### src/rtl/cache_access_arbiter.sv
// Arbitrates two requesters onto one direct-mapped cache: lookup, miss fill,
// line write and response, with saturating hit/access statistics.
module cache_access_arbiter #(
  parameter int unsigned ADDR_W = 15,
  parameter int unsigned CNT_W  = 16
) (
  input  logic              clk,
  input  logic              rst,
  input  logic              req0,
  input  logic [ADDR_W-1:0] addr0,
  input  logic              req1,
  input  logic [ADDR_W-1:0] addr1,
  output logic              gnt0,
  output logic              gnt1,
  output logic              done0,
  output logic              done1,
  output logic [ADDR_W-1:0] cacheAddr,
  input  logic              hit,
  output logic              memRd,
  input  logic              memAck,
  output logic              wrEn,
  input  logic              clrStats,
  output logic [CNT_W-1:0]  hitNum,
  output logic [CNT_W-1:0]  accessNum
);

  typedef enum logic [2:0] {
    S_IDLE,
    S_LOOKUP,
    S_FILL,
    S_WRITE,
    S_RESP
  } state_t;

  localparam logic [CNT_W-1:0] CNT_MAX = '1;

  state_t              r_state;
  logic                r_owner;
  logic                r_last;
  logic [ADDR_W-1:0]   r_cache_addr;
  logic                r_gnt0;
  logic                r_gnt1;
  logic                r_done0;
  logic                r_done1;
  logic                r_mem_rd;
  logic                r_wr_en;
  logic [CNT_W-1:0]    r_hit_num;
  logic [CNT_W-1:0]    r_access_num;

  logic                w_any_req;
  logic                w_pick;
  logic                w_lookup;

  // Port 1 wins when alone, or on a tie when port 0 was served last.
  assign w_any_req = req0 | req1;
  assign w_pick    = req1 & (~req0 | ~r_last);
  assign w_lookup  = (r_state == S_LOOKUP);

  // Sequencer; every output is registered alongside the state it belongs to.
  always_ff @(posedge clk or negedge rst) begin
    if (!rst) begin
      r_state      <= S_IDLE;
      r_owner      <= 1'b0;
      r_last       <= 1'b1;
      r_cache_addr <= '0;
      r_gnt0       <= 1'b0;
      r_gnt1       <= 1'b0;
      r_done0      <= 1'b0;
      r_done1      <= 1'b0;
      r_mem_rd     <= 1'b0;
      r_wr_en      <= 1'b0;
    end else begin
      r_gnt0   <= 1'b0;
      r_gnt1   <= 1'b0;
      r_done0  <= 1'b0;
      r_done1  <= 1'b0;
      r_mem_rd <= 1'b0;
      r_wr_en  <= 1'b0;
      case (r_state)
        S_IDLE: begin
          if (w_any_req) begin
            r_owner      <= w_pick;
            r_cache_addr <= w_pick ? addr1 : addr0;
            r_gnt0       <= ~w_pick;
            r_gnt1       <= w_pick;
            r_state      <= S_LOOKUP;
          end
        end
        S_LOOKUP: begin
          if (hit) begin
            r_done0 <= ~r_owner;
            r_done1 <= r_owner;
            r_state <= S_RESP;
          end else begin
            r_mem_rd <= 1'b1;
            r_state  <= S_FILL;
          end
        end
        S_FILL: begin
          if (memAck) begin
            r_wr_en <= 1'b1;
            r_state <= S_WRITE;
          end else begin
            r_mem_rd <= 1'b1;
          end
        end
        S_WRITE: begin
          r_done0 <= ~r_owner;
          r_done1 <= r_owner;
          r_state <= S_RESP;
        end
        S_RESP: begin
          r_last  <= r_owner;
          r_state <= S_IDLE;
        end
        default: r_state <= S_IDLE;
      endcase
    end
  end

  // Saturating statistics; a clear beats a coincident increment.
  always_ff @(posedge clk or negedge rst) begin
    if (!rst) begin
      r_hit_num    <= '0;
      r_access_num <= '0;
    end else if (clrStats) begin
      r_hit_num    <= '0;
      r_access_num <= '0;
    end else if (w_lookup) begin
      if (r_access_num != CNT_MAX) begin
        r_access_num <= r_access_num + CNT_W'(1);
      end
      if (hit && (r_hit_num != CNT_MAX)) begin
        r_hit_num <= r_hit_num + CNT_W'(1);
      end
    end
  end

  assign gnt0      = r_gnt0;
  assign gnt1      = r_gnt1;
  assign done0     = r_done0;
  assign done1     = r_done1;
  assign cacheAddr = r_cache_addr;
  assign memRd     = r_mem_rd;
  assign wrEn      = r_wr_en;
  assign hitNum    = r_hit_num;
  assign accessNum = r_access_num;

endmodule

### config.mk
export PLATFORM = sky130hd
export DESIGN_NAME = cache_access_arbiter
export DESIGN_NICKNAME = d
export VERILOG_FILES = /design/src/rtl/cache_access_arbiter.sv
export SDC_FILE = /design/constraint.sdc
export NUM_CORES = 1
export LEC_CHECK = 0
export CELL_PAD_IN_SITES_DETAIL_PLACEMENT = 0
export CELL_PAD_IN_SITES_GLOBAL_PLACEMENT = 2
export CORE_ASPECT_RATIO = 0.5
export CORE_MARGIN = 8
export CORE_UTILIZATION = 35
export CTS_BUF_LIST = sky130_fd_sc_hd__clkbuf_4 sky130_fd_sc_hd__clkbuf_8
export DETAILED_ROUTE_END_ITERATION = 16
export DONT_BUFFER_PORTS = 1
export PLACE_DENSITY = 0.87
export SETUP_SLACK_MARGIN = 0.4
export SLEW_MARGIN = 20
export SYNTH_ARGS = -nofsm -noshare
export SYNTH_HDL_FRONTEND = slang
export SYNTH_SLANG_ARGS = --single-unit
### constraint.sdc
create_clock -name clk -period 2.21 [get_ports clk]
set_input_delay 0.221 -clock clk [delete_from_list [all_inputs] [get_ports clk]]
set_output_delay 0.221 -clock clk [all_outputs]
set_load 0.02 [all_outputs]
## Yosys cells after proc, flatten, opt, wreduce, memory -nomap -nowiden

Cells that the tools add are included.
W data, S select, Z words.

- Add/subtract/negate cells: 2
- Multipliers: 0
- Div/mod/pow operators: 0
- $lt $le $gt $ge: 0
- Eq/ne operators: 8
- Shift-type cells: 0
- Mux-type cells: 24
- Bitwise operators: 7
- Reduce and logical (&&, ||, !) cells: 9

Operator list:

| cell | count |
|---|---|
| $mux W16 | 6 |
| $add A16 B1 Y16 const B | 2 |
| $ne A16 B16 Y1 const B | 2 |
| $mux W15 | 1 |
| $pmux W3 S4 | 1 |
| $mux W1 | 10 |
| $mux W3 | 3 |
| $reduce_and A2 Y1 | 4 |
| $eq A3 B2 Y1 const B | 2 |
| $pmux W1 S2 | 3 |
| $reduce_bool A2 Y1 | 3 |
| $ne A2 B2 Y1 const B | 2 |
| $not A1 Y1 | 4 |
| $eq A3 B1 Y1 const B | 1 |
| $eq A3 B3 Y1 const B | 1 |
| $logic_not A3 Y1 | 1 |
| $or A1 B1 Y1 | 2 |
| $and A1 B1 Y1 | 1 |
| $logic_and A1 B1 Y1 | 1 |

- Register bits after elaboration: 58
- Latch bits: 0
- Bits in writable memories: 0
- ROM bits: 0
- Input port bits: 37
- Output and inout bits: 53
- Memories kept: 0

## Longest topological paths before layout

Gate-level depths: netlist of run 1.

- Word-level depth: 6
- Depth in mapped cells: 7
- Mapped depth without buffers: 5

## Least setup slack after synthesis of run 1

Ideal clock, no wire load.

- Path kind: register to register
- Start point: register r_state[2]
- End point: register r_access_num[11], in the netlist accessNum[11]
- Arrival time: 2.265 ns
- Data required time: 2.132 ns
- Path slack: -0.133 ns
- Stages on the path, launching flop included: 8
- Path buffers: 3
- Path through: dfrtp_1 > buf_2 > or3b_1 > clkbuf_1 > or4_1 > clkbuf_2 > or4_1 > a21oi_1

- Longest elaborated chain between the ends: 3

Ends and longest elaborated chain:

| what | line | source |
|---|---|---|
| start: declaration | 37 | `state_t r_state;` |
| start signal: assignment | 62 | `r_state <= S_IDLE;` |
| start signal: assignment | 86 | `r_state <= S_LOOKUP;` |
| start signal: assignment | 93 | `r_state <= S_RESP;` |
| $eq A3 B1 Y1 | 57 | `assign w_lookup = (r_state == S_LOOKUP);` |
| $reduce_bool A2 Y1 (no line) | n/a |  |
| $reduce_and A2 Y1 (no line) | n/a |  |
| end signal: assignment | 131 | `r_access_num <= r_access_num + CNT_W'(1);` |
| end: declaration | 48 | `logic [CNT_W-1:0] r_access_num;` |

Every way passes these cells.
A chain may end at the register's enable or synchronous reset.

## Final worst setup path of run 1

- Start point: register r_state[1]
- End point: register r_access_num[9], in the netlist accessNum[9]

The elaborated chain is that of the path after synthesis.

==> reports/metrics.yaml, run 1 <==
drt-initial-drc-count: 120
rsz0062_at_grt: "yes"
crit_start: "r_state[1]$_DFFE_PN0P_"
gr-usage-met1_pct: 15.3
clkSinkCount: 58
dr.pass1.iters: 4
clk_pin_slew_worst_paths_ns: 0.07
synth-seq-cells: 58
rows: 23
setup_viol_count_final: 0
ir_drop_mv: 0.537
min-delay-path-class: "in2reg"
skew_ns: 0.00915
min_period_over_period_pct: 89.1
start_util_pct: 35.6
drive_above_1_share_pct: 29.2
busiest_layer: "met2"
synth_cell_type_count: 40
fin_setup_tns_ns: 0
grtUsageMet3_pct: 6.86
status: "complete, no violations"
worst_slew_pin_slew_ns: 0.502
synth_nets: 320
layout.nets: 366
gp_congestion: 0.779
max_freq_mhz: 508
dpl_cell_area_mm2: 0.00314
grt_pass1_wl_um: 12000
cts_buffer_depth: 2
r2r_start: "r_state[1]$_DFFE_PN0P_"
grt_max_degree: 59
netlist_area_mm2: 0.00282
crit_path_max_fanout: 5
yosys_warnings: 0
grt-ovfl-total: 0
async_reset_ff_share_pct: 100
gr-usage-met2_pct: 21.8
min_from: "memAck"
critPathLaunchType: "flop"
end_kind: "flop"
die_w_um: 143
hold_violations: 0
antenna_left: 0
drv_slew: 0
vias_per_cell: 5.51
h-tree-depth: 3
postLayoutCellArea_mm2: 0.00369
die_area_mm2: 0.0114
maxCapViolations: 0
core-area_mm2: 0.00791
clkLatencyLatePin_ns: 0.34
fin_crit_ns: 1.97
multi_input_area_mm2: 0.00144
io_buffers: 0
yosysSeqAreaShare_pct: 51.5
p_per_area_mw_per_mm2: 953
grt.total_usage_pct: 13.5
fillers: 728
io_pins: 90
vias: 2445
p_leak_nw: 1.54
dp_hpwl_um: 5270
routedWlPerCell_um: 17.8
fp.dieH_um: 79.5
seq_area_mm2: 0.00146
cts_tree: "built"
grt_pass1_vias: 2340
utilization_pct: 46.7
crit_required_ns: 2.48
avgSynthCellArea_um2: 10.0
slew_headroom_pct: 66.3
drc: 0
wl_um: 7910
antenna_found_initial: 0
synth_edf_count: 0
crit_type: "reg2reg"
cp.arrival_ns: 2.24
clockRootBuffer: "clkbuf_8"
area_growth_pct: 30.9
synthCells: 281
cts_buffers: 9
antenna_cells: 0
ys.flop_type: "dfrtp_1"
[flip-flops by register name, indices dropped and copies added (netlist names)]
register   flops
wrEn           1
memRd          1
r_owner        1
done1          1
done0          1
gnt0           1
gnt1           1
hitNum        16
cacheAddr     15
accessNum     16
r_state        3
r_last         1
[report_power, final]
| part | leakage [nW] | total [mW] | switching [mW] | internal [mW] |
|---|---|---|---|---|
| registers | 0.757 | 1.68 | 0.386 | 1.30 |
| clock network | 0.0992 | 0.959 | 0.434 | 0.525 |
| logic | 0.681 | 0.874 | 0.455 | 0.419 |
[cell usage after synthesis (2+ instances only)]
master | instances | area (um^2)
mux2_2 | 4 | 45.0
clkbuf_1 | 13 | 48.8
nor2b_1 | 4 | 25.0
a22o_1 | 7 | 61.3
or3_1 | 10 | 62.6
nor3b_1 | 3 | 22.5
a21oi_1 | 25 | 125
inv_1 | 4 | 15.0
o31ai_1 | 16 | 120
mux2i_1 | 10 | 100
or4_1 | 16 | 120
nor4_1 | 5 | 31.3
nand2_1 | 21 | 78.8
o311ai_0 | 2 | 17.5
o21ai_0 | 17 | 85.1
ha_1 | 2 | 25.0
nor2_1 | 10 | 37.5
or2_2 | 2 | 12.5
nand2b_1 | 2 | 12.5
nor3_1 | 4 | 20.0
nand4_1 | 10 | 62.6
nand3_1 | 11 | 55.1
a21o_1 | 8 | 60.1
dfrtp_1 | 57 | 1430
o41ai_1 | 2 | 17.5
and2_1 | 2 | 12.5
[stage by stage]
stage	setup WS (ns)	total power, mW	hold WS, ns	std cells
floorplan	0.0555	2.20	-0.0746	281
global placement	0.197	2.40	-0.0729	403
detailed placement	0.127	2.45	-0.0725	403
CTS	0.242	3.50	-0.0825	437
global route	0.175	3.74	0.0354	444
finish	0.240	3.52	0.0513	444
[worst max-delay path, stage by stage (launching register included)]
cell     delay [ns]
dfrtp_1        0.39
or3b_4         0.42
or4_4          0.46
or4_1          0.48
a21oi_1        0.14
[layer usage]
layer / part of all wire [%] / routed length, um
met1: 41 / 3270
met4: 1.1 / 90
met5: 0 / 0
met2: 49 / 3870
met3: 8.7 / 685
[kinds of logic (layout without fill, tap and decap cells)]
kind of cell	after synthesis	in the layout	share of synthesized area (%)
fa+ha+maj	2	2	0.887
mux	14	14	5.15
buf+inv	20	70	2.75
compound gates	82	83	18.5
simple gates	105	105	21.2
flops	58	58	51.5
[area by class of cell]
class	count	share of cell area (%)
clock inverter	6	1.56
multi-input combinational	204	39.1
clock buffer	10	3.56
tap	112	3.80
timing repair buffer	50	12.0
sequential	58	39.6
inverter	4	0.407
[layout by cell type, fill, tap and decap left out, types with 3 or more instances in the layout]
cell	instances
a21o_1	8
or4_1	14
o31ai_1	16
nand2_1	20
dfrtp_1	48
mux2i_1	10
a22o_1	7
a21oi_1	22
inv_1	4
a21oi_2	3
or3_4	3
nor2_1	10
nor3_1	3
dlygate4sd3_1	8
or3_1	7
nor4_4	3
buf_6	5
buf_4	33
nor3b_1	3
nand4_1	10
nand3_1	10
clkinv_2	4
clkbuf_8	9
dfrtp_2	9
nor2b_1	4
mux2_2	4
o21ai_0	17
[timing repair]
item                                    in CTS  in global routing
setup buffers                                9                  3
hold buffers                                 9                  1
gates resized for setup                      8                 24
pin swaps                                    4                  2
hold endpoints to repair                    92                 27
gates cloned                                 0                  3
endpoints found under the setup margin      18                 34
[worst paths after layout]
| kind | endpoint | slack (ns) | cells past startpoint |
|---|---|---|---|
| min in group asynchronous | cacheAddr[14]$_DFFE_PN0P_ | 0.41 | 2 |
| max in group asynchronous | r_last$_DFFE_PN1N_ | 1.50 | 2 |
| worst min-delay path | wrEn$_DFF_PN0_ | 0.05 | 1 |
| worst max register to register | accessNum[9]$_DFFE_PN0P_ | 0.24 | 4 |
| worst max-delay path | accessNum[9]$_DFFE_PN0P_ | 0.24 | 4 |
| worst min register to register | done0$_DFF_PN0_ | 0.48 | 1 |
Power figures use the tool's default switching activity.
==> run 2, diff against run 1 <==
CORE_UTILIZATION = 39   (was 35)
PLACE_DENSITY = 0.92   (was 0.87)
clock period = 2 ns   (was 2.21 ns; I/O delays follow)
==> run 2 against run 1 <==
  * Wire length rose by 9.9%
  * Non-clock buffer count grew 32
  * Worst hold slack got worse by 0.014 ns
  * Register-to-register slack got worse by 0.20 ns
  * Sequential cell count stayed put
  * Utilization grew 11 points
  * Cell area up 13%
  * Combinational power is 50% higher
  * Sequential share of layout area down 4.2 points
  * Clock skew decreased by 0.0057 ns
  * Die area shrank 8.7%
==> reports/metrics.yaml, run 2 (synthesis results as in run 1) <==
max_freq_mhz: 510  # +0.37%
vias: 2567  # +5.0%
r2r_start: "r_state[1]$_DFFE_PN0P_"
fin_crit_ns: 1.96  # -0.00722 ns
most-common-layout-cells: "buf_4, dfrtp_1, nand2_1"
die_area_mm2: 0.0104  # -8.7%
cts_buffer_depth: 2  # unchanged
crit_path_max_fanout: 5  # unchanged
critPathLaunchType: "flop"
ir_drop_mv: 0.722  # +35%
area_growth_pct: 47.4
crit_required_ns: 2.27  # -0.21 ns
grt_max_degree: 59  # unchanged
switching_share_pct: 34.9  # -1.3 points
p_per_area_mw_per_mm2: 1030  # +7.7%
crit_start: "r_state[1]$_DFFE_PN0P_"
grt-ovfl-total: 0  # unchanged
rows: 22  # -4.3%
antenna_cells: 0  # unchanged
layout.nets: 397  # +8.5%
drv_slew: 0  # unchanged
maxCapViolations: 0  # unchanged
min_period_over_period_pct: 98.1  # +9.0 points
dp_hpwl_um: 5890  # +12%
grt_pass1_vias: 2558  # +9.3%
slew_headroom_pct: 74.0  # +7.7 points
cp_slowest_cell: "or4_1"
drt-initial-drc-count: 169  # +41%
cts_buffers: 9  # unchanged
drc: 0  # unchanged
grt_pass1_wl_um: 13800  # +15%
cts_tree: "built"
p_clk_share_pct: 25.7  # -1.6 points
path_buf_inv: 0  # unchanged
min_from: "memAck"
skew_ns: 0.00350  # -0.00565 ns
utilization_pct: 58.1  # +11 points
core-area_mm2: 0.00716  # -9.6%
worst_slew_pin_slew_ns: 0.388  # -0.114 ns
cp.arrival_ns: 2.23  # about the same
setup_viol_count_final: 0  # unchanged
critPathTopFamily: "simple AND/OR/NAND/NOR gates"
cp.depth: 4  # unchanged
status: "complete, no violations"
min-delay-path-class: "in2reg"
rr_endpoint: "accessNum[13]$_DFFE_PN0P_"
h-tree-depth: 3  # unchanged
r2r_slack_ns: 0.04  # -0.20 ns
routedWlPerCell_um: 18.9  # +6.3%
cp_cell_sequence: "or3b_4 -> or4_4 -> or4_1 -> a21oi_2"
wl_um: 8690  # +9.9%
combPwrFrac_pct: 30.7  # +5.8 points
start_util_pct: 39.4  # +3.8 points
clockRootBuffer: "clkbuf_8"
p_switching_mw: 1.49  # +17%
antenna_left: 0  # unchanged
rsz0062_at_grt: "yes"
crit_type: "reg2reg"
io_buffers: 0  # unchanged
p_leak_nw: 1.74  # +13%
critPathCapture: "accessNum[13]$_DFFE_PN0P_"
final_common_cell: "buf_4"
placed_cells: 409  # +1.5%
vias_per_cell: 5.59  # +1.6%
hold_violations: 0  # unchanged
clkLatencyLatePin_ns: 0.34  # about the same
clk_pin_slew_worst_paths_ns: 0.07  # about the same
io_pins: 90  # unchanged
antenna_found_initial: 0  # unchanged
critPathMaxStageDelay_ns: 0.50  # +0.02 ns
r2r_cells: 4  # unchanged
layout.cells.non_filler: 459  # +3.4%
gp_congestion: 0.780  # +0.19%
fp.dieH_um: 76.1  # -4.2%
dr.pass1.iters: 4  # unchanged
clkSinkCount: 58  # unchanged
die_w_um: 136  # -4.7%
power_frac_seq_pct: 43.6  # -4.3 points
drive_above_1_share_pct: 43.8  # +15 points
grt.total_usage_pct: 16.7  # +3.3 points
end_kind: "flop"
fin_setup_tns_ns: 0  # unchanged
internal_power_mw: 2.77  # +24%
-- run 2: cell types whose count changed in the layout (fill, tap and decap cells not counted), moves of 8 or more --
cell / delta
o21ai_1: +8
dfrtp_1: -8
o21ai_0: -10
buf_4: +26
dfrtp_2: +8
-- run 2: worst reg2reg max path: stages (launching register included) --
cell,delay (ns)
dfrtp_1,0.38
or3b_4,0.43
or4_4,0.46
or4_1,0.50
a21oi_2,0.13
-- run 2: cell type report --
class / instances / area [um^2]
multi-input combinational: 203 / 1600
clock buffer: 11 / 151
fill: 636 / 3000
inverter: 4 / 15.0
tap: 96 / 120
sequential: 58 / 1470
clock inverter: 5 / 52.6
timing repair buffer: 82 / 748
-- run 2: power by group through the flow --
stage,Sequential [mW],Combinational [mW],Clock (mW)
final,1.86,1.31,1.10
after global routing,1.89,1.43,1.20
after detailed placement,1.88,0.886,0
after global placement,1.88,0.848,0
after floorplan,1.86,0.591,0
after CTS,1.86,1.18,1.13
-- run 2: stage by stage --
stage / power, mW / hold WS [ns] / setup WS, ns / instance area (um^2)
global placement: 2.73 / -0.0938 / -0.0144 / 3320
finish: 4.26 / 0.0378 / 0.0374 / 4160
global route: 4.52 / 0.0207 / -0.0169 / 4160
CTS: 4.17 / 0.0169 / 0.0296 / 3960
floorplan: 2.45 / -0.0956 / -0.154 / 2940
detailed placement: 2.76 / -0.0937 / -0.0742 / 3320
-- run 2: routing by layer --
| layer | vias up | track usage [%] | share of wire [%] |
|---|---|---|---|
| li1 | 1223 | - | - |
| met1 | 1266 | 22.9 | 47 |
| met2 | 74 | 23.6 | 44 |
| met3 | 4 | 7.76 | 8.4 |
| met4 | 0 | 3.37 | 0.40 |
| met5 | - | 0 | 0 |
-- run 2: how the worst min path moves through the flow --
stage | end | slack [ns] | cells after the start
after global routing | wrEn$_DFF_PN0_ | 0.02 | 1
final | memRd$_DFF_PN0_ | 0.04 | 2
after CTS | memRd$_DFF_PN0_ | 0.02 | 2
after floorplan | accessNum[0]$_DFFE_PN0P_ | -0.1 | 0
after global placement | hitNum[5]$_DFFE_PN0P_ | -0.09 | 0
after detailed placement | hitNum[5]$_DFFE_PN0P_ | -0.09 | 0
-- run 2: what timing repair did --
item	4_1_cts	5_1_grt
buffers inserted	17	5
pin swaps	19	18
resized for setup	39	40
hold buffers	10	0
endpoints found under the setup margin	38	47
gates cloned	1	1
endpoints found under the hold margin	92	0
